--- src/rtl/rc4_pkg.sv ---
// Shared RC4 types: state encodings for the key scheduler and the PRGA decryptor,
// plus the S-RAM geometry constants.
package rc4_pkg;

   localparam int KEY_LEN_DEFAULT = 3;
   localparam int S_DEPTH         = 256;

   typedef logic [7:0] byte_t;

   typedef enum logic [2:0] {
      KSA_IDLE,
      KSA_FILL,
      KSA_ADDR_I,
      KSA_RD_SI,
      KSA_RD_SJ,
      KSA_WR_I,
      KSA_WR_J,
      KSA_DONE
   } ksa_state_t;

   typedef enum logic [3:0] {
      PRGA_IDLE,
      PRGA_ADDR_I,
      PRGA_RD_SI,
      PRGA_RD_SJ,
      PRGA_WR_I,
      PRGA_WR_J,
      PRGA_ADDR_F,
      PRGA_RD_F,
      PRGA_OUT,
      PRGA_DONE
   } prga_state_t;

endpackage

--- src/rtl/ksa_shuffler_if.sv ---
// Control + S-RAM port bundle of the key scheduler. slave = the shuffler,
// master = the controller / S-RAM mux side.
interface ksa_shuffler_if #(
   parameter int RAM_WIDTH  = 8,
   parameter int RAM_LENGTH = 8,
   parameter int KEY_LEN    = 3
) ();
   logic                    start;
   logic [8*KEY_LEN-1:0]    key;
   logic [RAM_WIDTH-1:0]    sOut;
   logic [RAM_WIDTH-1:0]    sIn;
   logic [RAM_LENGTH-1:0]   sAddr;
   logic                    sWren;
   logic                    busy;
   logic                    finished;

   modport slave (
      input  start, key, sOut,
      output sIn, sAddr, sWren, busy, finished
   );

   modport master (
      output start, key, sOut,
      input  sIn, sAddr, sWren, busy, finished
   );
endinterface

--- src/rtl/ksa_shuffler_key_byte_sel.sv ---
// Picks byte kidx of the captured key, byte 0 being the most significant.
module key_byte_sel
   import rc4_pkg::*;
#(
   parameter int KEY_LEN = KEY_LEN_DEFAULT,
   parameter int KIDX_W  = 2
) (
   input  logic [8*KEY_LEN-1:0] key_i,
   input  logic [KIDX_W-1:0]    kidx_i,
   output byte_t                byte_o
);
   always_comb begin
      byte_o = '0;
      for (int k = 0; k < KEY_LEN; k++) begin
         if (kidx_i == KIDX_W'(k)) byte_o = key_i[8*(KEY_LEN-1-k) +: 8];
      end
   end
endmodule

--- src/rtl/ksa_shuffler.sv ---
// RC4 key-scheduling shuffler over the shared S-RAM (1-cycle read latency).
// Define KSA_INIT_FILL_EN to write the identity permutation into S before shuffling.
module ksa_shuffler
   import rc4_pkg::*;
#(
   parameter int RAM_WIDTH  = 8,
   parameter int RAM_LENGTH = 8,
   parameter int KEY_LEN    = KEY_LEN_DEFAULT
) (
   input  logic           clk,
   input  logic           reset,
   ksa_shuffler_if.slave  bus
);
   localparam int KIDX_W = (KEY_LEN > 1) ? $clog2(KEY_LEN) : 1;
   localparam logic [RAM_LENGTH-1:0] I_LAST    = '1;
   localparam logic [KIDX_W-1:0]     KIDX_LAST = KIDX_W'(KEY_LEN-1);

   ksa_state_t             state_q, state_d;
   logic [RAM_LENGTH-1:0]  i_q, i_d, j_q, j_d;
   logic [KIDX_W-1:0]      kidx_q, kidx_d;
   logic [RAM_WIDTH-1:0]   si_q, si_d, sj_q, sj_d;
   logic [8*KEY_LEN-1:0]   key_q, key_d;

   byte_t                  kbyte;
   logic [RAM_LENGTH-1:0]  jn;

   key_byte_sel #(.KEY_LEN(KEY_LEN), .KIDX_W(KIDX_W)) u_ksel (
      .key_i  (key_q),
      .kidx_i (kidx_q),
      .byte_o (kbyte)
   );

   // New j; only meaningful in RD_SI, where sOut carries S[i].
   assign jn = j_q + RAM_LENGTH'(bus.sOut) + RAM_LENGTH'(kbyte);

   always_ff @(posedge clk) begin
      if (reset) begin
         state_q <= KSA_IDLE;
         i_q     <= '0;
         j_q     <= '0;
         kidx_q  <= '0;
         si_q    <= '0;
         sj_q    <= '0;
         key_q   <= '0;
      end else begin
         state_q <= state_d;
         i_q     <= i_d;
         j_q     <= j_d;
         kidx_q  <= kidx_d;
         si_q    <= si_d;
         sj_q    <= sj_d;
         key_q   <= key_d;
      end
   end

   always_comb begin
      state_d = state_q;
      i_d     = i_q;
      j_d     = j_q;
      kidx_d  = kidx_q;
      si_d    = si_q;
      sj_d    = sj_q;
      key_d   = key_q;
      case (state_q)
         KSA_IDLE: begin
            if (bus.start) begin
               key_d  = bus.key;
               i_d    = '0;
               j_d    = '0;
               kidx_d = '0;
`ifdef KSA_INIT_FILL_EN
               state_d = KSA_FILL;
`else
               state_d = KSA_ADDR_I;
`endif
            end
         end
`ifdef KSA_INIT_FILL_EN
         KSA_FILL: begin
            i_d = i_q + 1'b1;
            if (i_q == I_LAST) state_d = KSA_ADDR_I;
         end
`endif
         KSA_ADDR_I: state_d = KSA_RD_SI;
         KSA_RD_SI: begin
            si_d    = bus.sOut;
            j_d     = jn;
            state_d = KSA_RD_SJ;
         end
         KSA_RD_SJ: begin
            sj_d    = bus.sOut;
            state_d = KSA_WR_I;
         end
         KSA_WR_I: state_d = KSA_WR_J;
         KSA_WR_J: begin
            if (i_q == I_LAST) begin
               state_d = KSA_DONE;
            end else begin
               i_d     = i_q + 1'b1;
               kidx_d  = (kidx_q == KIDX_LAST) ? '0 : kidx_q + 1'b1;
               state_d = KSA_ADDR_I;
            end
         end
         KSA_DONE: state_d = KSA_IDLE;
         default:  state_d = KSA_IDLE;
      endcase
   end

   always_comb begin
      bus.sIn      = '0;
      bus.sAddr    = '0;
      bus.sWren    = 1'b0;
      bus.finished = 1'b0;
      bus.busy     = (state_q != KSA_IDLE);
      case (state_q)
`ifdef KSA_INIT_FILL_EN
         KSA_FILL: begin
            bus.sAddr = i_q;
            bus.sIn   = RAM_WIDTH'(i_q);
            bus.sWren = 1'b1;
         end
`endif
         KSA_ADDR_I: bus.sAddr = i_q;
         KSA_RD_SI:  bus.sAddr = jn;
         KSA_RD_SJ:  bus.sAddr = j_q;
         KSA_WR_I: begin
            bus.sAddr = i_q;
            bus.sIn   = sj_q;
            bus.sWren = 1'b1;
         end
         KSA_WR_J: begin
            bus.sAddr = j_q;
            bus.sIn   = si_q;
            bus.sWren = 1'b1;
         end
         KSA_DONE: bus.finished = 1'b1;
         default: ;
      endcase
   end
endmodule

--- src/flat_wrapper.sv ---
// flat-port wrapper written by rule: the top's interface ports become plain ports
module ksa_shuffler_flat import rc4_pkg::*;
#(
   parameter int RAM_WIDTH  = 8,
   parameter int RAM_LENGTH = 8,
   parameter int KEY_LEN    = KEY_LEN_DEFAULT
)
  (clk, reset, bus_start, bus_key, bus_sOut, bus_sIn, bus_sAddr, bus_sWren, bus_busy, bus_finished);
  ksa_shuffler_if #(.RAM_WIDTH(RAM_WIDTH), .RAM_LENGTH(RAM_LENGTH), .KEY_LEN(KEY_LEN)) bus_i ();
  input  logic clk;
  input  logic reset;
  input wire logic [$bits(bus_i.start)-1:0] bus_start;
  input wire logic [$bits(bus_i.key)-1:0] bus_key;
  input wire logic [$bits(bus_i.sOut)-1:0] bus_sOut;
  output wire logic [$bits(bus_i.sIn)-1:0] bus_sIn;
  output wire logic [$bits(bus_i.sAddr)-1:0] bus_sAddr;
  output wire logic [$bits(bus_i.sWren)-1:0] bus_sWren;
  output wire logic [$bits(bus_i.busy)-1:0] bus_busy;
  output wire logic [$bits(bus_i.finished)-1:0] bus_finished;
  assign bus_i.start = bus_start;
  assign bus_i.key = bus_key;
  assign bus_i.sOut = bus_sOut;
  assign bus_sIn = bus_i.sIn;
  assign bus_sAddr = bus_i.sAddr;
  assign bus_sWren = bus_i.sWren;
  assign bus_busy = bus_i.busy;
  assign bus_finished = bus_i.finished;
  ksa_shuffler #(.RAM_WIDTH(RAM_WIDTH), .RAM_LENGTH(RAM_LENGTH), .KEY_LEN(KEY_LEN)) u_core (.clk(clk), .reset(reset), .bus(bus_i));
endmodule
--- config.mk ---
export PLATFORM = sky130hd
export DESIGN_NAME = ksa_shuffler_flat
export DESIGN_NICKNAME = d
export VERILOG_FILES = /design/src/rtl/rc4_pkg.sv /design/src/rtl/ksa_shuffler_if.sv /design/src/rtl/ksa_shuffler_key_byte_sel.sv /design/src/rtl/ksa_shuffler.sv /design/src/flat_wrapper.sv
export SDC_FILE = /design/constraint.sdc
export NUM_CORES = 1
export LEC_CHECK = 0
export BUFFER_PORTS_ARGS = -buffer_cell sky130_fd_sc_hd__buf_2
export CAP_MARGIN = 20
export CORE_ASPECT_RATIO = 0.6
export CORE_MARGIN = 2
export CORE_UTILIZATION = 40
export CTS_CLUSTER_SIZE = 14
export DETAILED_ROUTE_END_ITERATION = 8
export GPL_TIMING_DRIVEN = 1
export PLACE_DENSITY = 0.68
export SYNTH_ARGS = -nofsm -noshare
export SYNTH_HDL_FRONTEND = slang
export SYNTH_SLANG_ARGS = --single-unit
--- constraint.sdc ---
create_clock -name clk -period 4.35 [get_ports clk]
set_input_delay 0.87 -clock clk [delete_from_list [all_inputs] [get_ports clk]]
set_output_delay 0.87 -clock clk [all_outputs]
set_load 0.02 [all_outputs]
# --- Word level (Yosys, flattened, before mapping) ---
# Index checks and enable logic that the tools add are counted.
classes:
  n_addsub: 4
  n_eq_ne: 11
  reduce_logical: 11
  n_mux: 18
ops:
  columns: ["operator", "count"]
  rows:
  - ["one-hot mux 8 bit (2 select lines)", 3]
  - ["two-way mux 8 bit", 5]
  - ["one-hot mux 8 bit (3 select lines)", 1]
  - ["one-hot mux 3 bit (6 select lines)", 1]
  - ["adder 8 bit", 2]
  - ["== test 3 bit, second input constant", 4]
  - ["adder 8 x 1 -> 8 bit, second input constant", 1]
  - ["== test 8 bit, second input constant", 1]
  - ["== test 3 x 2 -> 1 bit, second input constant", 2]
  - ["two-way mux 2 bit", 3]
  - ["two-way mux 3 bit", 2]
  - ["OR reduction 2 bit", 3]
  - ["!= test 2 bit, second input constant", 2]
  - ["one-hot mux 2 bit (2 select lines)", 1]
  - ["AND reduction 2 bit", 2]
  - ["nonzero test 2 bit", 2]
  - ["zero test 3 bit", 1]
  - ["AND reduction 3 bit", 1]
  - ["nonzero test 3 bit", 1]
  - ["adder 2 x 1 -> 2 bit, second input constant", 1]
  - ["== test 2 x 1 -> 1 bit, second input constant", 1]
  - ["== test 2 bit, second input constant", 1]
  - ["zero test 2 bit", 1]
  - ["two-way mux 1 bit", 2]
word_totals:
  out_inout_bits: 19
  word_cells: 51
  reg_bits: 61
  input_bits: 35

# --- Logic depth before layout (Yosys ltp) ---
# Gate-level depths: netlist of the first run.
depth:
  depth_word: 6
  ltp_mapped: 14
  mapped_depth_nobuf: 13

# --- Hierarchy ---
# A second synthesis of the first run with hierarchy kept.
hier_totals:
  hier_cells: 425
  area_unflattened_um2: 3308.2
by_module_without_submodules:
  columns: ["mod", "seq_area_each_um2", "n_inst", "area_per_inst_um2", "cells_each"]
  rows:
  - ["ksa_shuffler", 1221.2, 1, 3110.5, 405]
  - ["key_byte_sel", 0.0, 1, 197.7, 20]

# --- Worst setup path before layout of the first run ---
# No wires, ideal clock.
synth_path:
  kind: "register to output"
  from: "reg u_core.kidx_q[0]"
  to: "out bus_sAddr[4]"
  t_required_ns: 3.480
  n_path_buf: 1
  path_slack_ns: 0.360
  arrival_time_ns: 3.120
  stages_incl_launch_ff: 13
  path_cell_list: "dfxtp_1 buf_1 mux2i_1 nor2_1 a21oi_1 fa_1 inv_1 ha_1 a21o_1 a21oi_1 xnor2_1 nand2_1 a221oi_1"
synth_via:
  elab_chain_len: 6
  elab_cells_between_ends: 8
  cone_classes: "add/sub (1); eq/ne (2); mux (4); reduce/logical (1)"
synth_rtl:
  columns: ["item", "line_no", "source"]
  rows:
  - ["start, declared", "ksa_shuffler.sv:20", "logic [KIDX_W-1:0] kidx_q, kidx_d;"]
  - ["start signal, assigned", "ksa_shuffler.sv:49", "kidx_q <= kidx_d;"]
  - ["zero test 2 bit", "ksa_shuffler_key_byte_sel.sv:15", "if (kidx_i == KIDX_W'(k)) byte_o = key_i[8*(KEY_LEN-1-k) +: 8];"]
  - ["two-way mux 8 bit (2 in series)", "ksa_shuffler_key_byte_sel.sv:15", null]
  - ["two-way mux 8 bit *", "ksa_shuffler_key_byte_sel.sv:15", null]
  - ["adder 8 bit *", "ksa_shuffler.sv:34", "assign jn = j_q + RAM_LENGTH'(bus.sOut) + RAM_LENGTH'(kbyte);"]
  - ["one-hot mux 8 bit (3 select lines) *", "ksa_shuffler.sv:115", "case (state_q)"]
  - ["end, declared", "flat_wrapper.sv:16", "output wire logic [$bits(bus_i.sAddr)-1:0] bus_sAddr;"]
# Mark *: on every way between the ends. The rest lies on a longest branch, timed or not.

# --- Worst setup path in the final report of the first run ---
layout_path:
  from: "reg u_core.kidx_q[0]"
  to: "out bus_sAddr[7]"
# Same word-level chain as after synthesis.

==> metrics.txt, run 1 <==
highest clock frequency the design can meet=approximately 240 MHz; fraction of post-synthesis cell area in the top cell type by area=0.3755; critical path type=register to output pin; share of power burned in registers=0.394; post-CTS setup buffer count=0; pin count of the biggest net entering global routing=58; kind of end point of the critical path=output pin; net switching fraction of the power=0.2588; ratio of cells with drive above 1 in the final layout=0.1811; Final Max Tran Viols=0; count of placed standard cells in the final layout, fillers left out=about 580; commonest cells in the netlist=sky130_fd_sc_hd__nand2_1 (87), sky130_fd_sc_hd__dfxtp_1 (61), sky130_fd_sc_hd__a21oi_1 (50), sky130_fd_sc_hd__nor2_1 (38), sky130_fd_sc_hd__inv_1 (29); Max VDD drop=0.0001798 V; post-synth top area cell=sky130_fd_sc_hd__dfxtp_1; antenna diode instance count=0; via count of the first global-routing pass=2813; Post-Synthesis Cells=425; worst-path cell chain=buf_4 > mux2i_1 > nor2_1 > a21oi_2 > fa_1 > inv_1 > ha_1 > inv_1 > fa_2 > nor2b_2 > o31a_1 > o22ai_1 > or3_1 > nand3_1 > buf_4; required time worst endpoint=3480 ps; starting density of the core=0.4125; internal cell power=1.127 mW; final hold slack=454.0 ps; total power density per cell area=between 300 and 400 nW/um^2; core area=7883 sq um; Sinks on Clock Net=61; number of levels in the clock H-tree=3; Psw=393.6 uW; Critical Path AT=between 3000 and 4000 ps; Overall Power=1.521 mW; via count of the routed design=roughly 3000; critical path launch point type=register; Post-Route Skew=5.284 ps; final count of hold timing violations=0; cell area after technology mapping=~3300 sq um; setup_tns=0 ps; number of nets with antenna violations after routing=0; Avg Cell Area, Syn=7.651 sq um; crit path max fanout=4; flop2flop setup slack=about 1300 ps; number of standard-cell rows in the floorplan=25; Inserted Clock Buffers=9; number of instances resized during post-cts repair=1; global-route wire length before repair=between 10000 and 15000 um; share of power burned in combinational logic=0.127; Tmin final=roughly 4200 ps; hold buffer count at cts=0; number of I/O port buffers=53; io pins=between 50 and 60; outcome=completed; slowest stage delay, CP=around 430 ps; height of the die=73.84 um; horizontal die dimension=120.4 um; post-synthesis register bit count=61; First DRT Iteration DRCs=323; worst-case reg-to-reg path depth=14; Post-synth EDFFs=0; total half-perimeter wirelength after legalization and detailed placement=~6100 um; fraction of the cycle the final worst path needs=0.9697; number of instances on the worst hold path=2; clock-pin slew on the worst setup and hold paths=roughly 50 ps; Max-Cap Viols=0; Area growth, synth to finish=20.97%; Routed wire per std cell=~15 um; total congestion overflow=0; leading register cell type out of synthesis=sky130_fd_sc_hd__dfxtp_1; drt drc=0; share of the yosys chip area belonging to registers=0.3755; Clock Root Buffer=sky130_fd_sc_hd__clkbuf_16; slew at the pin closest to its max-slew limit=1091 ps; cell with the most instances after synthesis=sky130_fd_sc_hd__nand2_1; warning count from the yosys run=0; instance count after placement with tap cells included=between 500 and 600; fraction of the core area covered by cells at the end of the flow=0.4990; Layout Nets=520; clock group share of total power=0.480; routed via count divided by cell count=5.117; number of distinct library cells after synthesis=40; Crit path depth=15; CTS tree=done; Routed Wire Length=around 8500 um; type of the worst min-delay path=register to register; max_slew headroom=0.2727; buffers from clock root to sink, at most=2; length of the first detailed-routing pass in iterations=5; cell at the slowest stage of the critical path=sky130_fd_sc_hd__fa_1; total nets after synthesis=475; final weighted congestion of routability-driven global placement=0.8987; global-route usage over all layers=0.2024; area of the die=8890 sq um; clock insertion delay at the later pin of the skew report=330 ps; cell family with most CP delay=adder cells; Static Leakage=roughly 1.6 nW; Buf/Inv on CP=4; final count of negative-setup-slack endpoints=0; Async S/R FF share, synth=0; top area cells in the synthesized netlist=sky130_fd_sc_hd__dfxtp_1 (38%), sky130_fd_sc_hd__nand2_1 (10%), sky130_fd_sc_hd__a21oi_1 (7.7%), sky130_fd_sc_hd__mux2i_1 (5.5%), sky130_fd_sc_hd__fa_1 (4.9%); initial antenna violation count=0
==> metal layers <==
layer,up-vias,global-route usage,part of all wire
met4,0,0.07235,0.015
li1,1499,-,-
met2,112,0.2963,0.41
met1,1360,0.2829,0.49
met5,-,0,0
met3,12,0.06056,0.079
==> through the flow <==
stage / setup WS (ps) / cell area [sq um]
6_report: 131.8 / 3934
3_3_place_gp: 309.4 / 3600
2_1_floorplan: 360.1 / 3252
5_1_grt: -5.723 / 3934
4_1_cts: 27.81 / 3915
3_5_place_dp: 251.5 / 3600
==> tightest hold or removal path, delay by kind of cell (launching register included) <==
family	cells	cell delay, ps
DFF	1	300
and+or+nand+nor	1	50
AOI/OAI and AO/OA	1	50
==> layout make-up <==
class / instances / area, sq um
Clock buffer: 11 / 252.7
Clock inverter: 5 / 58.81
Fill cell: 782 / 3949
Inverter: 30 / 112.6
Multi-Input combinational cell: 307 / 1824
Sequential cell: 61 / 1222
Tap cell: 108 / 135.1
Timing Repair Buffer: 61 / 327.8
==> logic make-up after synthesis <==
group                    count (synthesis)  share of synthesized area
multiplexers                            18                    0.05541
adder cells (fa/ha/maj)                 15                    0.07618
flip-flops                              61                     0.3755
XOR/XNOR                                11                    0.02963
AO/OA/AOI/OAI                           99                     0.1774
buffers and inverters                   57                    0.06925
AND/OR/NAND/NOR                        164                     0.2166
==> power groups by stage <==
stage / Combinational, mW / Clock [mW] / Sequential [mW]
5_1_grt: 0.217 / 0.761 / 0.601
3_5_place_dp: 0.189 / 0 / 0.610
4_1_cts: 0.190 / 0.740 / 0.598
6_report: 0.193 / 0.730 / 0.599
2_1_floorplan: 0.138 / 0 / 0.601
3_3_place_gp: 0.186 / 0 / 0.609
==> state kept, by name (all words and copies together) (netlist names) <==
register        cells
u_core.kidx_q       2
u_core.sj_q         8
u_core.si_q         8
u_core.key_q       24
u_core.i_q          8
u_core.state_q      3
u_core.j_q          8
==> path summary, 6_finish.rpt <==
path / start / to
min reg2reg: u_core.key_q[11] / u_core.key_q[11]
min: u_core.key_q[11] / u_core.key_q[11]
max reg2reg: u_core.kidx_q[0] / u_core.j_q[7]
max: u_core.kidx_q[0] / bus_sAddr[7]
==> cell usage in the layout (no fill, tap or decap), types with 3 or more instances in the layout <==
cell | Yosys | final
sky130_fd_sc_hd__a21oi_2 | 0 | 3
sky130_fd_sc_hd__nor2_1 | 38 | 38
sky130_fd_sc_hd__ha_1 | 7 | 7
sky130_fd_sc_hd__clkbuf_16 | 0 | 9
sky130_fd_sc_hd__dfxtp_1 | 61 | 60
sky130_fd_sc_hd__nand2_1 | 87 | 87
sky130_fd_sc_hd__xnor2_1 | 8 | 8
sky130_fd_sc_hd__a22oi_1 | 15 | 15
sky130_fd_sc_hd__nand4_1 | 3 | 3
sky130_fd_sc_hd__and3_1 | 3 | 3
sky130_fd_sc_hd__or3_1 | 4 | 4
sky130_fd_sc_hd__nor2b_1 | 12 | 10
sky130_fd_sc_hd__fa_1 | 8 | 7
sky130_fd_sc_hd__a21oi_1 | 50 | 47
sky130_fd_sc_hd__nand3_1 | 6 | 6
sky130_fd_sc_hd__mux2i_1 | 18 | 18
sky130_fd_sc_hd__inv_1 | 29 | 29
sky130_fd_sc_hd__buf_4 | 0 | 9
sky130_fd_sc_hd__nor3_1 | 4 | 4
sky130_fd_sc_hd__o21ai_0 | 19 | 19
sky130_fd_sc_hd__buf_2 | 9 | 52
sky130_fd_sc_hd__xor2_1 | 3 | 3
Power figures use the tool's default switching activity.
==> inputs of run 2 (changes only) <==
--- a/constraint.sdc
+++ b/constraint.sdc
@@ -3,2 +3,2 @@
 set_output_delay 0.87 -clock clk [all_outputs]
-set_load 0.02 [all_outputs]
+set_load 0.01 [all_outputs]
==> run 2 against run 1 <==
  * Die area unchanged
  * Critical path depth unchanged
  * Power increased by 3.3%
  * Cell area increased by 1.5%
  * Hold slack got worse by 1.1 ps
  * Non-clock buffer count increased by 2
  * Setup slack improved by 49 ps
  * Highest routed layer unchanged
  * Utilization increased by 0.76 points
  * Fmax increased by 1.2%
  * Combinational power about the same
  * Critical endpoint unchanged
==> metrics.txt, run 2 (same netlist as run 1, synthesis figures left out) <==
setup slack at placement=299.8 ps (+48.34 ps); Critical Path AT=3300 ps (-50 ps); critical path launch point type=register; final count of negative-setup-slack endpoints=0 (unchanged); worst hold start=u_core.key_q[16]; Sinks on Clock Net=61 (unchanged); worst-case reg-to-reg path depth=14 (unchanged); fraction of the cycle the final worst path needs=0.9583 (-0.01135); via count of the first global-routing pass=2857 (+1.6%); Post-Route Skew=4.660 ps (-0.6239 ps); core area=7883 sq um (unchanged); pin count of the biggest net entering global routing=58 (unchanged); number of I/O port buffers=53 (unchanged); required time worst endpoint=3480 ps (about the same); Inserted Clock Buffers=9 (unchanged); io pins=54 (unchanged); Area after DPL=3600 sq um (unchanged); kind of end point of the critical path=output pin; clock insertion delay at the later pin of the skew report=330 ps (about the same); antenna diode instance count=0 (unchanged); final weighted congestion of routability-driven global placement=0.8987 (unchanged); area of the die=8890 sq um (unchanged); highest clock frequency the design can meet=239.9 MHz (+1.2%); Max-Cap Viols=0 (unchanged); commonest non-fill, non-tap cells in the layout=sky130_fd_sc_hd__nand2_1 (87), sky130_fd_sc_hd__dfxtp_1 (60), sky130_fd_sc_hd__buf_2 (52), sky130_fd_sc_hd__a21oi_1 (47), sky130_fd_sc_hd__nor2_1 (38); most flop-heavy register=u_core.key_q; clock-pin slew on the worst setup and hold paths=50 ps (about the same); Static Leakage=1.615 nW (+2.2%); r2r endpoint=u_core.j_q[7]; number of levels in the clock H-tree=3 (unchanged); global-route wire length before repair=13790 um (+0.91%); crit path max fanout=3 (-1); number of nets with antenna violations after routing=0 (unchanged); buffers from clock root to sink, at most=2 (unchanged); routed via count divided by cell count=5.147 (+0.59%); total power density per cell area=393.4 nW/um^2 (+1.7%); number of standard-cell rows in the floorplan=25 (unchanged); total half-perimeter wirelength after legalization and detailed placement=6075 um (-0.15%); final worst setup slack=181.2 ps (+49.35 ps); Routed wire per std cell=14.49 um (-0.44%); CTS tree=done; First DRT Iteration DRCs=323 (unchanged); area of all placed cells without fillers=3994 sq um (+1.5%); worst reg2reg path startpoint=u_core.kidx_q[0]; final hold slack=452.9 ps (-1.068 ps); Clock Root Buffer=sky130_fd_sc_hd__clkbuf_16; height of the die=73.84 um (unchanged); Routed Wire Length=8479 um (about the same); slew at the pin closest to its max-slew limit=1074 ps (-16.72 ps); sink of the worst hold path=u_core.key_q[16]; drt drc=0 (unchanged); critical path type=register to output pin; via count of the routed design=3011 (+0.94%); Max VDD drop=0.0002022 V (+12%); starting density of the core=0.4125 (unchanged); outcome=completed; leading cell type in the layout, fill and taps excluded=sky130_fd_sc_hd__nand2_1; global-route usage over all layers=0.2039 (+0.001512); type of the worst min-delay path=register to register; max_slew headroom=0.2839 (+0.01115); Final Max Tran Viols=0 (unchanged); total congestion overflow=0 (unchanged); Tmin final=4169 ps (-49.35 ps); length of the first detailed-routing pass in iterations=5 (unchanged); horizontal die dimension=120.4 um (unchanged); flop2flop setup slack=1300 ps (about the same); number of instances on the worst hold path=2 (unchanged); Area growth, synth to finish=22.82%; number of flip-flops in the largest register=24 (unchanged); initial antenna violation count=0 (unchanged); ratio of cells with drive above 1 in the final layout=0.1908 (+0.009723); final count of hold timing violations=0 (unchanged); Layout Nets=522 (+0.38%); # fillers=768 (-1.8%)
## run 2: metrics by stage
stage | power [mW] | setup TNS [ps] | utilization | std cells
2_1_floorplan | 0.7357 | 0 | - | 425
3_3_place_gp | 0.7921 | 0 | 0.4567 | 567
3_5_place_dp | 0.7959 | 0 | 0.4567 | 567
4_1_cts | 1.575 | 0 | 0.4983 | 583
5_1_grt | 1.632 | -46.06 | 0.5067 | 585
6_report | 1.571 | 0 | 0.5067 | 585
## run 2: layout make-up
cell class | count | area, sq um | share of cell area
clock buffer | 13 | 260.3 | 0.06516
clock inverter | 3 | 67.56 | 0.01692
inverter | 30 | 112.6 | 0.02820
multi-input combinational | 307 | 1846 | 0.4621
sequential | 61 | 1222 | 0.3061
tap | 108 | 135.1 | 0.03383
timing repair buffer | 63 | 350.3 | 0.08772
## run 2: how the worst max path moves through the flow
stage / startpoint / to / slack (ps)
finish: u_core.kidx_q[0] / bus_sAddr[7] / 180
floorplan: u_core.kidx_q[0] / bus_sAddr[7] / 450
CTS: u_core.kidx_q[0] / bus_sAddr[7] / 10
global route: u_core.kidx_q[0] / bus_sAddr[7] / -30
global placement: bus_sOut[1] / bus_sAddr[7] / 340
detailed placement: bus_sOut[1] / bus_sAddr[7] / 300
## run 2: metal layers
layer	wire [um]	vias to the layer above	GRT usage
met1	4053	1373	0.2817
met2	3465	121	0.2863
li1	-	1504	-
met3	783	13	0.06677
met5	0	-	0
met4	177	0	0.09690
## run 2: where the power goes
group | switching [mW] | internal [mW] | leakage [nW] | total (mW)
combinational | 0.119 | 0.0737 | 0.963 | 0.193
sequential | 0.0176 | 0.582 | 0.496 | 0.599
clock | 0.247 | 0.533 | 0.156 | 0.779
total | 0.383 | 1.19 | 1.62 | 1.57
## run 2: repair_timing
action,in CTS,in global routing
setup endpoints to repair,0,4
setup buffers,0,2
gates resized for setup,0,14
hold buffers,0,0
## run 2: worst max-delay path, stage by stage (launching register included)
cell and delay [ps]:
sky130_fd_sc_hd__dfxtp_2 350, sky130_fd_sc_hd__buf_6 100, sky130_fd_sc_hd__mux2i_1 180, sky130_fd_sc_hd__nor2_1 80
sky130_fd_sc_hd__a21oi_2 170, sky130_fd_sc_hd__fa_1 410, sky130_fd_sc_hd__inv_1 70, sky130_fd_sc_hd__ha_2 180
sky130_fd_sc_hd__inv_1 60, sky130_fd_sc_hd__fa_2 380, sky130_fd_sc_hd__nor2b_2 140, sky130_fd_sc_hd__o31a_1 190
sky130_fd_sc_hd__o22ai_2 100, sky130_fd_sc_hd__or3_4 380, sky130_fd_sc_hd__nand3_2 80, sky130_fd_sc_hd__buf_6 100
==> inputs of run 3 (changes only) <==
CTS_BUF_LIST = sky130_fd_sc_hd__clkbuf_4   (was not set)
==> run 3 against run 2 <==
  * Hold slack improved by 6.3 ps
  * Global-route usage fell by 0.36 points
  * Clock power fell by 42%
  * Die area did not move
  * Highest routed layer unchanged
  * Via count rose by 0.17%
==> metrics.txt, run 3 (same netlist as run 1, synthesis figures left out) <==
starting density of the core=0.4125 (unchanged); type of the worst min-delay path=register to register; crit path max fanout=5 (+2); setup repair after global routing missed its margin=yes; number of levels in the clock H-tree=3 (unchanged); Final Max Tran Viols=0 (unchanged); slowest stage delay, CP=480 ps (+70 ps); final count of negative-setup-slack endpoints=0 (unchanged); CTS tree=done; max_slew headroom=0.2888 (+0.004909); number of standard-cell rows in the floorplan=25 (unchanged); worst-path cell chain=buf_4 > nor2b_4 > buf_6 > a21oi_2 > fa_1 > inv_2 > ha_4 > inv_2 > fa_2 > nor2b_2 > o31a_1 > o22ai_2 > or3_4 > nand3_2 > buf_6; Area growth, synth to finish=19.39%; required time worst endpoint=3480 ps (about the same); Inserted Clock Buffers=9 (unchanged); Layout Nets=524 (+0.38%); global-route usage over all layers=0.2003 (-0.003601); via count of the first global-routing pass=2854 (-0.11%); antenna diode instance count=0 (unchanged); leading cell type in the layout, fill and taps excluded=sky130_fd_sc_hd__nand2_1; initial antenna violation count=0 (unchanged); final worst setup slack=121.7 ps (-59.47 ps); total power density per cell area=321.5 nW/um^2 (-18%); setup slack at placement=299.8 ps (unchanged); Max-Cap Viols=0 (unchanged); pin count of the biggest net entering global routing=58 (unchanged); Post-Route Skew=11.61 ps (+6.946 ps); height of the die=73.84 um (unchanged); setup_tns=0 ps (unchanged); final hold slack=459.2 ps (+6.297 ps); length of the first detailed-routing pass in iterations=5 (unchanged); Clock Root Buffer=sky130_fd_sc_hd__clkbuf_4; # fillers=784 (+2.1%); clock-pin slew on the worst setup and hold paths=100 ps (+50 ps); hold buffer count at cts=0 (unchanged); horizontal die dimension=120.4 um (unchanged); area of the die=8890 sq um (unchanged); worst-case reg-to-reg path depth=14 (unchanged); Routed wire per std cell=14.55 um (+0.39%); number of flip-flops in the largest register=24 (unchanged); ratio of cells with drive above 1 in the final layout=0.2109 (+0.02008); First DRT Iteration DRCs=322 (-0.31%); final count of hold timing violations=0 (unchanged); clock insertion delay at the later pin of the skew report=420 ps (+90 ps); final weighted congestion of routability-driven global placement=0.8987 (unchanged); critical path launch point type=register; drt drc=0 (unchanged); Critical Path AT=3360 ps (+60 ps); core area=7883 sq um (unchanged); Static Leakage=1.557 nW (-3.6%); number of nets with antenna violations after routing=0 (unchanged); kind of end point of the critical path=output pin; slew at the pin closest to its max-slew limit=1067 ps (-7.364 ps); number of I/O port buffers=53 (unchanged); Tmin final=4228 ps (+59.47 ps); outcome=completed; Sinks on Clock Net=61 (unchanged); fraction of the cycle the final worst path needs=0.9720 (+0.01367); Routed Wire Length=8541 um (+0.73%); highest clock frequency the design can meet=236.5 MHz (-1.4%); most flop-heavy register=u_core.key_q; number of instances on the worst hold path=2 (unchanged); flop2flop setup slack=1330 ps (+30 ps); io pins=54 (unchanged); total congestion overflow=0 (unchanged); cell at the slowest stage of the critical path=sky130_fd_sc_hd__fa_1; commonest non-fill, non-tap cells in the layout=sky130_fd_sc_hd__nand2_1 (87), sky130_fd_sc_hd__dfxtp_1 (60), sky130_fd_sc_hd__buf_2 (52), sky130_fd_sc_hd__a21oi_1 (46), sky130_fd_sc_hd__nor2_1 (38); via count of the routed design=3016 (+0.17%); global-route wire length before repair=13650 um (-1.1%); buffers from clock root to sink, at most=2 (unchanged); total half-perimeter wirelength after legalization and detailed placement=6075 um (unchanged); Max VDD drop=0.0001498 V (-26%); routed via count divided by cell count=5.138 (-0.18%); critical path type=register to output pin
## run 3: cell types whose count changed in the layout (fill, tap and decap cells not counted), sizes merged
cell / change
clkinv: +2
clkbuf: -2
buf: +2
## run 3: layout make-up
| cell class | instances | area, sq um | area share |
|---|---|---|---|
| multi-input combinational | 307 | 1886 | 0.4857 |
| tap | 108 | 135.1 | 0.03481 |
| inverter | 30 | 112.6 | 0.02900 |
| clock buffer | 11 | 82.58 | 0.02127 |
| sequential | 61 | 1222 | 0.3149 |
| timing repair buffer | 65 | 369.1 | 0.09507 |
| clock inverter | 5 | 75.07 | 0.01934 |
## run 3: through the flow
step	instance area, sq um	utilization	instances	power [mW]
6_report	3882	0.4925	587	1.248
4_1_cts	3765	0.4776	583	1.245
2_1_floorplan	3252	-	425	0.7357
3_3_place_gp	3600	0.4567	567	0.7921
3_5_place_dp	3600	0.4567	567	0.7959
5_1_grt	3882	0.4925	587	1.306
## run 3: report_power, final
| group | internal, mW | leakage (nW) | switching (mW) | total, mW |
|---|---|---|---|---|
| sequential | 0.580 | 0.496 | 0.0178 | 0.598 |
| clock | 0.242 | 0.0822 | 0.206 | 0.449 |
| combinational | 0.0780 | 0.978 | 0.123 | 0.201 |
## run 3: critical path: cells and delay by family (launching register included)
family                   cells  cell delay, ps
adder cells (fa/ha/maj)      3             980
AND/OR/NAND/NOR              4             730
buffers and inverters        5             510
AO/OA/AOI/OAI                3             380
flip-flops                   1             340
## run 3: path summary, 6_finish.rpt
check | start | endpoint
worst max register to register | u_core.kidx_q[0] | u_core.j_q[7]
worst max-delay path | u_core.kidx_q[0] | bus_sAddr[7]
worst min-delay path | u_core.key_q[16] | u_core.key_q[16]
worst min register to register | u_core.key_q[16] | u_core.key_q[16]
## run 3: metal layers
metal  GRT usage  up-vias  wire length (um)  part of all wire
met1      0.2798     1368              4075              0.48
met4     0.07235        0               118             0.014
met3     0.07065       11               824             0.096
met2      0.2844      130              3523              0.41
met5           0        -                 0                 0
li1            -     1507                 -                 -
## run 3: timing repair
action	in CTS	in global routing
pin swaps	0	10
endpoints found under the setup margin	3	4
buffers inserted	0	4
gates resized for setup	3	23
